**config.mk**
```make
export PLATFORM = sky130hd
export DESIGN_NAME = rx_app_read_ctrl
export DESIGN_NICKNAME = d
export VERILOG_FILES = /design/src/rtl/tcp_pkg.sv /design/src/rtl/rx_app_read_ctrl.sv
export SDC_FILE = /design/constraint.sdc
export NUM_CORES = 1
export LEC_CHECK = 0
export BUFFER_PORTS_ARGS = -buffer_cell sky130_fd_sc_hd__buf_2
export CAP_MARGIN = 10
export CORE_MARGIN = 10
export CORE_UTILIZATION = 35
export DETAILED_ROUTE_END_ITERATION = 16
export GPL_TIMING_DRIVEN = 0
export PLACE_DENSITY = 0.65
export SLEW_MARGIN = 20
export SYNTH_ARGS = -nofsm -noshare
export SYNTH_HDL_FRONTEND = slang
export SYNTH_SLANG_ARGS = --single-unit
```
**constraint.sdc**
```tcl
create_clock -name clk -period 13 [get_ports clk]
set_clock_uncertainty 0.15 [all_clocks]
set_input_delay 1.95 -clock clk [delete_from_list [all_inputs] [get_ports clk]]
set_output_delay 1.95 -clock clk [all_outputs]
set_load 0.02 [all_outputs]
```
**src/rtl/tcp_pkg.sv**
```systemverilog
// Shared TCP receive-path widths and the app-read controller state encoding.
package tcp_pkg;

  localparam int FLOWID_W         = 8;
  localparam int RX_PAYLOAD_PTR_W = 16;
  // One extra bit distinguishes a full buffer from an empty one.
  localparam int PW               = RX_PAYLOAD_PTR_W + 1;

  typedef enum logic [2:0] {
    ST_IDLE    = 3'd0,
    ST_RD_REQ  = 3'd1,
    ST_RD_RESP = 3'd2,
    ST_CALC    = 3'd3,
    ST_WR_HEAD = 3'd4,
    ST_RESP    = 3'd5
  } rx_app_rd_state_e;

endpackage

```
**src/rtl/rx_app_read_ctrl.sv**
```systemverilog
// App read controller: fetches a flow's head/tail pointers, grants min(len, avail), advances head.
// Optional macro RX_APP_READ_PEEK_EN adds app_rd_req_peek (read without consuming).
module rx_app_read_ctrl
  import tcp_pkg::*;
(
  input  logic                clk,
  input  logic                rst,

  input  logic                app_rd_req_val,
  output logic                app_rd_req_rdy,
  input  logic [FLOWID_W-1:0] app_rd_req_flowid,
  input  logic [PW-1:0]       app_rd_req_len,
`ifdef RX_APP_READ_PEEK_EN
  input  logic                app_rd_req_peek,
`endif

  output logic                app_rd_resp_val,
  input  logic                app_rd_resp_rdy,
  output logic [FLOWID_W-1:0] app_rd_resp_flowid,
  output logic [PW-1:0]       app_rd_resp_ptr,
  output logic [PW-1:0]       app_rd_resp_len,

  output logic                head_ptr_rd_req_val,
  output logic [FLOWID_W-1:0] head_ptr_rd_req_addr,
  input  logic                head_ptr_rd_req_rdy,
  input  logic                head_ptr_rd_resp_val,
  input  logic [PW-1:0]       head_ptr_rd_resp_data,
  output logic                head_ptr_rd_resp_rdy,

  output logic                tail_ptr_rd_req_val,
  output logic [FLOWID_W-1:0] tail_ptr_rd_req_addr,
  input  logic                tail_ptr_rd_req_rdy,
  input  logic                tail_ptr_rd_resp_val,
  input  logic [PW-1:0]       tail_ptr_rd_resp_data,
  output logic                tail_ptr_rd_resp_rdy,

  output logic                head_ptr_wr_req_val,
  output logic [FLOWID_W-1:0] head_ptr_wr_req_addr,
  output logic [PW-1:0]       head_ptr_wr_req_data,
  input  logic                head_ptr_wr_req_rdy
);

  rx_app_rd_state_e    state_q, state_d;
  logic [FLOWID_W-1:0] flowid_q, flowid_d;
  logic [PW-1:0]       req_len_q, req_len_d;
  logic [PW-1:0]       head_q, head_d;
  logic [PW-1:0]       tail_q, tail_d;
  logic [PW-1:0]       grant_q, grant_d;
  logic [PW-1:0]       new_head_q, new_head_d;
  logic                hd_sent_q, hd_sent_d;
  logic                tl_sent_q, tl_sent_d;
  logic                hd_got_q, hd_got_d;
  logic                tl_got_q, tl_got_d;
  // Keeps req_rdy low for the first cycle after reset release.
  logic                out_en_q, out_en_d;
  logic                peek_q, peek_d;

  logic [PW-1:0]       avail;
  logic [PW-1:0]       grant_c;
  logic                skip_wr;

  // Modular subtraction handles wrap-around with no special case.
  always_comb begin
    avail   = tail_q - head_q;
    grant_c = (req_len_q < avail) ? req_len_q : avail;
    skip_wr = (grant_c == '0) || peek_q;
  end

  always_comb begin
    state_d    = state_q;
    flowid_d   = flowid_q;
    req_len_d  = req_len_q;
    head_d     = head_q;
    tail_d     = tail_q;
    grant_d    = grant_q;
    new_head_d = new_head_q;
    hd_sent_d  = hd_sent_q;
    tl_sent_d  = tl_sent_q;
    hd_got_d   = hd_got_q;
    tl_got_d   = tl_got_q;
    peek_d     = peek_q;
    out_en_d   = 1'b1;

    app_rd_req_rdy       = 1'b0;
    app_rd_resp_val      = 1'b0;
    head_ptr_rd_req_val  = 1'b0;
    tail_ptr_rd_req_val  = 1'b0;
    head_ptr_rd_resp_rdy = 1'b0;
    tail_ptr_rd_resp_rdy = 1'b0;
    head_ptr_wr_req_val  = 1'b0;

    unique case (state_q)
      ST_IDLE: begin
        app_rd_req_rdy = out_en_q;
        if (out_en_q && app_rd_req_val) begin
          flowid_d  = app_rd_req_flowid;
          req_len_d = app_rd_req_len;
`ifdef RX_APP_READ_PEEK_EN
          peek_d    = app_rd_req_peek;
`else
          peek_d    = 1'b0;
`endif
          hd_sent_d = 1'b0;
          tl_sent_d = 1'b0;
          hd_got_d  = 1'b0;
          tl_got_d  = 1'b0;
          state_d   = ST_RD_REQ;
        end
      end
      ST_RD_REQ: begin
        head_ptr_rd_req_val = !hd_sent_q;
        tail_ptr_rd_req_val = !tl_sent_q;
        if (head_ptr_rd_req_val && head_ptr_rd_req_rdy) hd_sent_d = 1'b1;
        if (tail_ptr_rd_req_val && tail_ptr_rd_req_rdy) tl_sent_d = 1'b1;
        if (hd_sent_d && tl_sent_d) state_d = ST_RD_RESP;
      end
      ST_RD_RESP: begin
        head_ptr_rd_resp_rdy = !hd_got_q;
        tail_ptr_rd_resp_rdy = !tl_got_q;
        if (head_ptr_rd_resp_rdy && head_ptr_rd_resp_val) begin
          head_d   = head_ptr_rd_resp_data;
          hd_got_d = 1'b1;
        end
        if (tail_ptr_rd_resp_rdy && tail_ptr_rd_resp_val) begin
          tail_d   = tail_ptr_rd_resp_data;
          tl_got_d = 1'b1;
        end
        if (hd_got_d && tl_got_d) state_d = ST_CALC;
      end
      ST_CALC: begin
        grant_d    = grant_c;
        new_head_d = head_q + grant_c;
        state_d    = skip_wr ? ST_RESP : ST_WR_HEAD;
      end
      ST_WR_HEAD: begin
        head_ptr_wr_req_val = 1'b1;
        if (head_ptr_wr_req_rdy) state_d = ST_RESP;
      end
      ST_RESP: begin
        app_rd_resp_val = 1'b1;
        if (app_rd_resp_rdy) state_d = ST_IDLE;
      end
      default: state_d = ST_IDLE;
    endcase
  end

  always_ff @(posedge clk or negedge rst) begin
    if (!rst) begin
      state_q    <= ST_IDLE;
      flowid_q   <= '0;
      req_len_q  <= '0;
      head_q     <= '0;
      tail_q     <= '0;
      grant_q    <= '0;
      new_head_q <= '0;
      hd_sent_q  <= 1'b0;
      tl_sent_q  <= 1'b0;
      hd_got_q   <= 1'b0;
      tl_got_q   <= 1'b0;
      peek_q     <= 1'b0;
      out_en_q   <= 1'b0;
    end else begin
      state_q    <= state_d;
      flowid_q   <= flowid_d;
      req_len_q  <= req_len_d;
      head_q     <= head_d;
      tail_q     <= tail_d;
      grant_q    <= grant_d;
      new_head_q <= new_head_d;
      hd_sent_q  <= hd_sent_d;
      tl_sent_q  <= tl_sent_d;
      hd_got_q   <= hd_got_d;
      tl_got_q   <= tl_got_d;
      peek_q     <= peek_d;
      out_en_q   <= out_en_d;
    end
  end

  assign head_ptr_rd_req_addr = flowid_q;
  assign tail_ptr_rd_req_addr = flowid_q;
  assign head_ptr_wr_req_addr = flowid_q;
  assign head_ptr_wr_req_data = new_head_q;
  assign app_rd_resp_flowid   = flowid_q;
  assign app_rd_resp_ptr      = head_q;
  assign app_rd_resp_len      = grant_q;

endmodule

```
==> impl_metrics.ini, run 1 <==
[logic_synthesis]
yosysTopAreaCell = dfrtp_1
syn_inst = 632
syn_nets = 748
ys_warn_count = 0
synth_edf_count = 0
ys_seq_area_frac = 0.392
synth-seq-cells = 101
ys.flop_type = dfrtp_1
synth.top_cells.by_area = dfrtp_1 (39%), mux2_2 (12%), ha_1 (8.9%), o21ai_0 (3.1%), nand2_1 (3.0%)
syn_area_per_cell_um2 = 10.2
ys_types = 67
synth-async-reset-ratio = 1.00
syn_area_mm2 = 0.00644
synth_top_area_share = 0.392

[clock_tree]
hold_buffers = 0
cts_tree = built
cts_buffers = 9
cts_root_buffer = clkbuf_16
cts.sinks = 101
cts_resized = 0
htree_levels = 3
clk_pin_slew_ns = 0.07
postCtsSetupRepairBufs = 0
clockBufferDepth = 2
clk-insertion-delay-late_ns = 0.36

[sta]
relSlewSlack = 0.382
fmax_mhz = 138
rsz0062_at_grt = false
finalSetupViolations = 0
final.period_utilization = 0.556
min_period_ns = 7.23
slew_violations = 0
setup_slack_ns = 5.77
finalHoldViolations = 0
tns_ns = 0
worst_pin_slew_ns = 0.904

[global_routing]
grt_max_degree = 53
grt_pass1_vias = 5124
overflow = 0
gr-usage-all-layers = 0.144
grt_pass1_wl_mm = 27.7
antenna_found_initial = 0

[worst_setup_path]
cp-start-kind = flop
cp_data_arrival_time_ns = 7.30
cp_slowest_cell = a2111oi_0
cp-end-kind = flop
regToRegSetupSlack_ns = 5.77
path_common_cell = a21oi_1
rr_startpoint = app_rd_resp_ptr[2]
required_ns = 13.08
r2r_cells = 30
path_buf_inv = 4
cp_max_fo = 10
r2r-end = head_ptr_wr_req_data[13]
max_stage_delay_ns = 0.80
path_delay_family = compound AO/OA/AOI/OAI gates
crit_type = reg -> reg

[outcome]
status = finished clean

[die]
initial_core_util = 0.357
ioPinCount = 158
die_w_um = 156
die_area_mm2 = 0.0242
core-area_mm2 = 0.0180
core.rowCount = 49
die_h_um = 156

[placed_design]
gp_congestion = 0.860
dpl.hpwl_mm = 14.2
port_buffers = 157
post-place-ws_ns = 5.83
place_area_mm2 = 0.00755

[routing]
first_iter_violations = 326
wl_met3_mm = 1.14
wl_met2_mm = 8.41
drt-met1-wl_mm = 7.58
num_vias = 5085
routed_via_density = 4.92
ant_nets = 0
top_layer = met4
wl_per_cell_um = 17.0
route.detailed.drc = 0
drt-total-wl_mm = 17.5
drtPass1Iterations = 4

[finish]
drive_above_1_share = 0.361
area_growth_pct = 21.5
fin_nets = 917
layout_common_cells = buf_2 (156), dfrtp_1 (101), mux2_2 (69), nand2_1 (51)
stdcell_area_mm2 = 0.00783
final_common_cell = buf_2
insertedDiodeCount = 0

[min_path]
hold_path_depth = 2
hold_end = head_ptr_wr_req_data[16]
hp-class = reg -> reg
min_from = head_ptr_wr_req_data[16]

[job]
maxCapViolations = 0
==> synth_stat cells, types with 3 or more instances <==
cell        n
a21o_1      8
ha_1       46
xor2_1     15
dfrtp_1   101
nand2b_1    8
nand3_1    14
nor4_1      4
clkbuf_1   14
or2_2       5
or3_1       3
a21oi_1    30
nor2_1     24
nor2b_1    10
nor3b_1     3
a31oi_1     3
xnor2_1     6
mux2i_1     3
o211ai_1    4
o21a_1      5
mux2_4      6
a211oi_1    8
inv_1      46
nor3_1      8
o21ai_0    40
nor4b_1     3
o31ai_1     7
and2_1      4
and3_1      6
nand3b_1    4
nand2_1    51
a211o_1     3
o22ai_1     5
mux2_2     69
buf_4      25
==> through the flow <==
step | hold WS [ns] | std cells | util
after floorplan | 0.329 | 632 | -
after global placement | 0.308 | 1018 | 0.417
after detailed placement | 0.313 | 1019 | 0.419
after CTS | 0.329 | 1034 | 0.434
after global routing | 0.359 | 1034 | 0.434
final | 0.321 | 1034 | 0.434
==> flip-flops by register name, summed over array words and instances (netlist names) <==
name,count
app_rd_resp_ptr,17
app_rd_resp_flowid,8
app_rd_resp_len,17
hd_got_q,1
req_len_q,17
head_ptr_wr_req_data,17
tl_got_q,1
state_q,3
out_en_q,1
tail_q,17
hd_sent_q,1
tl_sent_q,1
==> final cells by class <==
cell class                      instances  area, um2
Fill cell                            1798      10200
Multi-Input combinational cell        441       3450
Sequential cell                       101       2530
Timing Repair Buffer                  158        820
Buffer                                 44        290
Tap cell                              229        287
Clock buffer                           11        233
Inverter                               46        173
Clock inverter                          4       48.8
==> kinds of logic after synthesis <==
kind of cell / share of synthesized area
other: 0.000582
muxes: 0.143
AOI/OAI and AO/OA: 0.145
DFF: 0.392
adders and majority gates: 0.0956
buffers and inverters: 0.0719
and+or+nand+nor: 0.124
xor gates and xnor gates: 0.0285
==> routing by layer <==
layer | global-route usage | vias to the layer above
li1 | - | 2561
met4 | 0.0597 | 0
met3 | 0.0281 | 21
met1 | 0.182 | 2387
met2 | 0.235 | 116
met5 | 0 | -
==> how the worst max path moves through the flow <==
| stage | startpoint | endpoint | cells after the start |
|---|---|---|---|
| 3_3_place_gp | app_rd_resp_ptr[2] | head_ptr_wr_req_data[16] | 31 |
| 6_report | app_rd_resp_ptr[2] | head_ptr_wr_req_data[13] | 30 |
| 5_1_grt | app_rd_resp_ptr[9] | head_ptr_wr_req_data[13] | 30 |
| 2_1_floorplan | app_rd_resp_ptr[2] | head_ptr_wr_req_data[16] | 31 |
| 3_5_place_dp | app_rd_resp_ptr[9] | head_ptr_wr_req_data[13] | 31 |
| 4_1_cts | app_rd_resp_ptr[9] | head_ptr_wr_req_data[13] | 31 |
==> worst min-delay path, cell delays in order, from the launching register on <==
cell and delay [ns]:
dfrtp_1 0.34, nand2_1 0.05, o31ai_1 0.05
Power of run 1 is left out: the tool's default activity adds up to more than one toggle a clock period on the data nets, which glitch-free logic cannot reach.
==> inputs of run 2 (changes only) <==
--- a/config.mk
+++ b/config.mk
@@ -5,6 +5,7 @@
 export SDC_FILE = /design/constraint.sdc
 export NUM_CORES = 1
 export LEC_CHECK = 0
+export ABC_AREA = 1
 export BUFFER_PORTS_ARGS = -buffer_cell sky130_fd_sc_hd__buf_2
 export CAP_MARGIN = 10
 export CORE_MARGIN = 10
==> constraint.sdc (replaced) <==
create_clock -name clk -period 6.95 [get_ports clk]
set_clock_uncertainty 0.15 [all_clocks]
set_input_delay 1.0425 -clock clk [delete_from_list [all_inputs] [get_ports clk]]
set_output_delay 1.0425 -clock clk [all_outputs]
set_load 0.02 [all_outputs]
==> run 2 against run 1 <==
Net effect:
- global-route usage increased by 1.5 points
- register-to-register slack lost 5.0 ns
- fmax increased by 17%
- sequential share of layout area up 0.51 points
==> impl_metrics.ini, run 2 <==
[global_routing]
grt_max_degree = 64
grt_pass1_vias = 5534
grt_pass1_wl_mm = 30.0
overflow = 0
antenna_found_initial = 0
gr-usage-all-layers = 0.158

[routing]
ant_nets = 0
drtPass1Iterations = 7
routed_via_density = 4.71
drt-total-wl_mm = 19.0
first_iter_violations = 427
num_vias = 5550
wl_per_cell_um = 16.1
route.detailed.drc = 0

[logic_synthesis]
syn_inst = 780
synth-seq-cells = 101
syn_area_per_cell_um2 = 8.07
synth_edf_count = 0
synth.most_common_cell = nand2_1
yosysTopAreaCell = dfrtp_1
ys.flop_type = dfrtp_1
ys_seq_area_frac = 0.402
synth_top_cells_by_count = nand2_1 (206), dfrtp_1 (101), inv_1 (85)
ys_types = 41
synth.top_cells.by_area = dfrtp_1 (40%), nand2_1 (12%), ha_1 (9.1%), inv_1 (5.1%), a21oi_1 (4.1%)
synth-async-reset-ratio = 1.00
syn_area_mm2 = 0.00629
syn_nets = 896
synth_top_area_share = 0.402
ys_warn_count = 0

[die]
die_area_mm2 = 0.0237
initial_core_util = 0.360
ioPinCount = 158
core-area_mm2 = 0.0175
die_h_um = 154
die_w_um = 154
core.rowCount = 48

[placed_design]
port_buffers = 157
dpl.hpwl_mm = 15.8
gp_congestion = 0.893
dp_cells = 1163

[min_path]
hp-class = reg -> reg
hold_path_depth = 2

[finish]
fillers = 1750
seq_area_mm2 = 0.00253
drive_above_1_share = 0.266
layout_common_cells = nand2_1 (206), buf_2 (156), dfrtp_1 (101), inv_1 (85), nor2_1 (65)
fin_nets = 1065
insertedDiodeCount = 0
instances_no_fill = 1179
final_common_cell = nand2_1
multi_input_area_mm2 = 0.00316
area_growth_pct = 22.4

[clock_tree]
cts_root_buffer = clkbuf_16
clk_pin_slew_ns = 0.07
clk-insertion-delay-late_ns = 0.36
cts_tree = built
cts_resized = 0
postCtsSetupRepairBufs = 0
cts_buffers = 9
hold_buffers = 0
clockBufferDepth = 2
cts.sinks = 101
htree_levels = 3

[sta]
fmax_mhz = 162
relSlewSlack = 0.599
finalSetupViolations = 0
tns_ns = 0
slew_violations = 0
min_period_ns = 6.19
rsz0062_at_grt = false
finalHoldViolations = 0
final.period_utilization = 0.891
worst_pin_slew_ns = 0.596

[worst_setup_path]
path_common_cell = nand2_1
crit_type = reg -> reg
cp-start-kind = flop
cp_max_fo = 10
required_ns = 7.04
cp_slowest_cell = dfrtp_1
regToRegSetupSlack_ns = 0.76
cp_data_arrival_time_ns = 6.28
cp-end-kind = flop
max_stage_delay_ns = 0.47
r2r_cells = 40

[outcome]
status = finished clean

[job]
maxCapViolations = 0
## run 2: cell count changes after synthesis, moves of 8 or more
cell and change:
a211oi_1 -8, a21o_1 -8, a21oi_1 +22, a31oi_1 +9, inv_1 +39, mux2_2 -52
nand2_1 +155, nand2_2 +16, nand2b_1 -8, nand3_1 +11, nor2_1 +41, nor2b_1 -10
## run 2: cell families (layout without fill, tap and decap cells)
group           Yosys count  count (layout)  share of synthesized area
compound gates          119             119                      0.107
xor+xnor                 26              26                     0.0362
fa+ha+maj                48              48                     0.0978
buf+inv                 131             305                     0.0972
flops                   101             101                      0.402
mux                      17              17                     0.0304
other cells               1               1                   0.000596
simple gates            337             337                      0.229
## run 2: final cells by class
class | instances | share of cell area
sequential | 101 | 0.328
timing repair buffer | 158 | 0.106
multi-input combinational | 548 | 0.409
clock buffer | 12 | 0.0333
tap | 225 | 0.0365
clock inverter | 4 | 0.00714
inverter | 87 | 0.0424
buffer | 44 | 0.0370
## run 2: worst paths after layout
path / to / from
min in group asynchronous: head_ptr_wr_req_data[7] / rst
worst min-delay path: head_ptr_wr_req_data[1] / head_ptr_wr_req_data[1]
worst min register to register: head_ptr_wr_req_data[1] / head_ptr_wr_req_data[1]
worst max register to register: head_ptr_wr_req_data[16] / app_rd_resp_ptr[0]
max in group asynchronous: req_len_q[6] / rst
worst max-delay path: head_ptr_wr_req_data[16] / app_rd_resp_ptr[0]
## run 2: routing by layer
metal	global-route usage	part of all wire	vias to the layer above
li1	-	-	2837
met1	0.197	0.43	2572
met3	0.0346	0.060	24
met5	0	0	-
met4	0.0522	0.019	0
met2	0.266	0.49	117
## run 2: critical path: cells and delay by family (launching register included)
kind / cells / cell delay (ns)
buffers and inverters: 7 / 0.64
xor gates and xnor gates: 3 / 0.49
AOI/OAI and AO/OA: 9 / 1.50
adders and majority gates: 4 / 1.37
and+or+nand+nor: 17 / 1.43
DFF: 1 / 0.47
## run 2: stage by stage
stage	area (um2)	setup slack (ns)	hold WS, ns	utilization
floorplan	6290	1.52	0.311	-
global placement	7360	0.875	0.301	0.421
detailed placement	7400	0.833	0.308	0.423
CTS	7710	0.799	0.323	0.441
global route	7710	0.128	0.363	0.441
finish	7710	0.760	0.325	0.441
Power of run 2 is left out for the same reason.
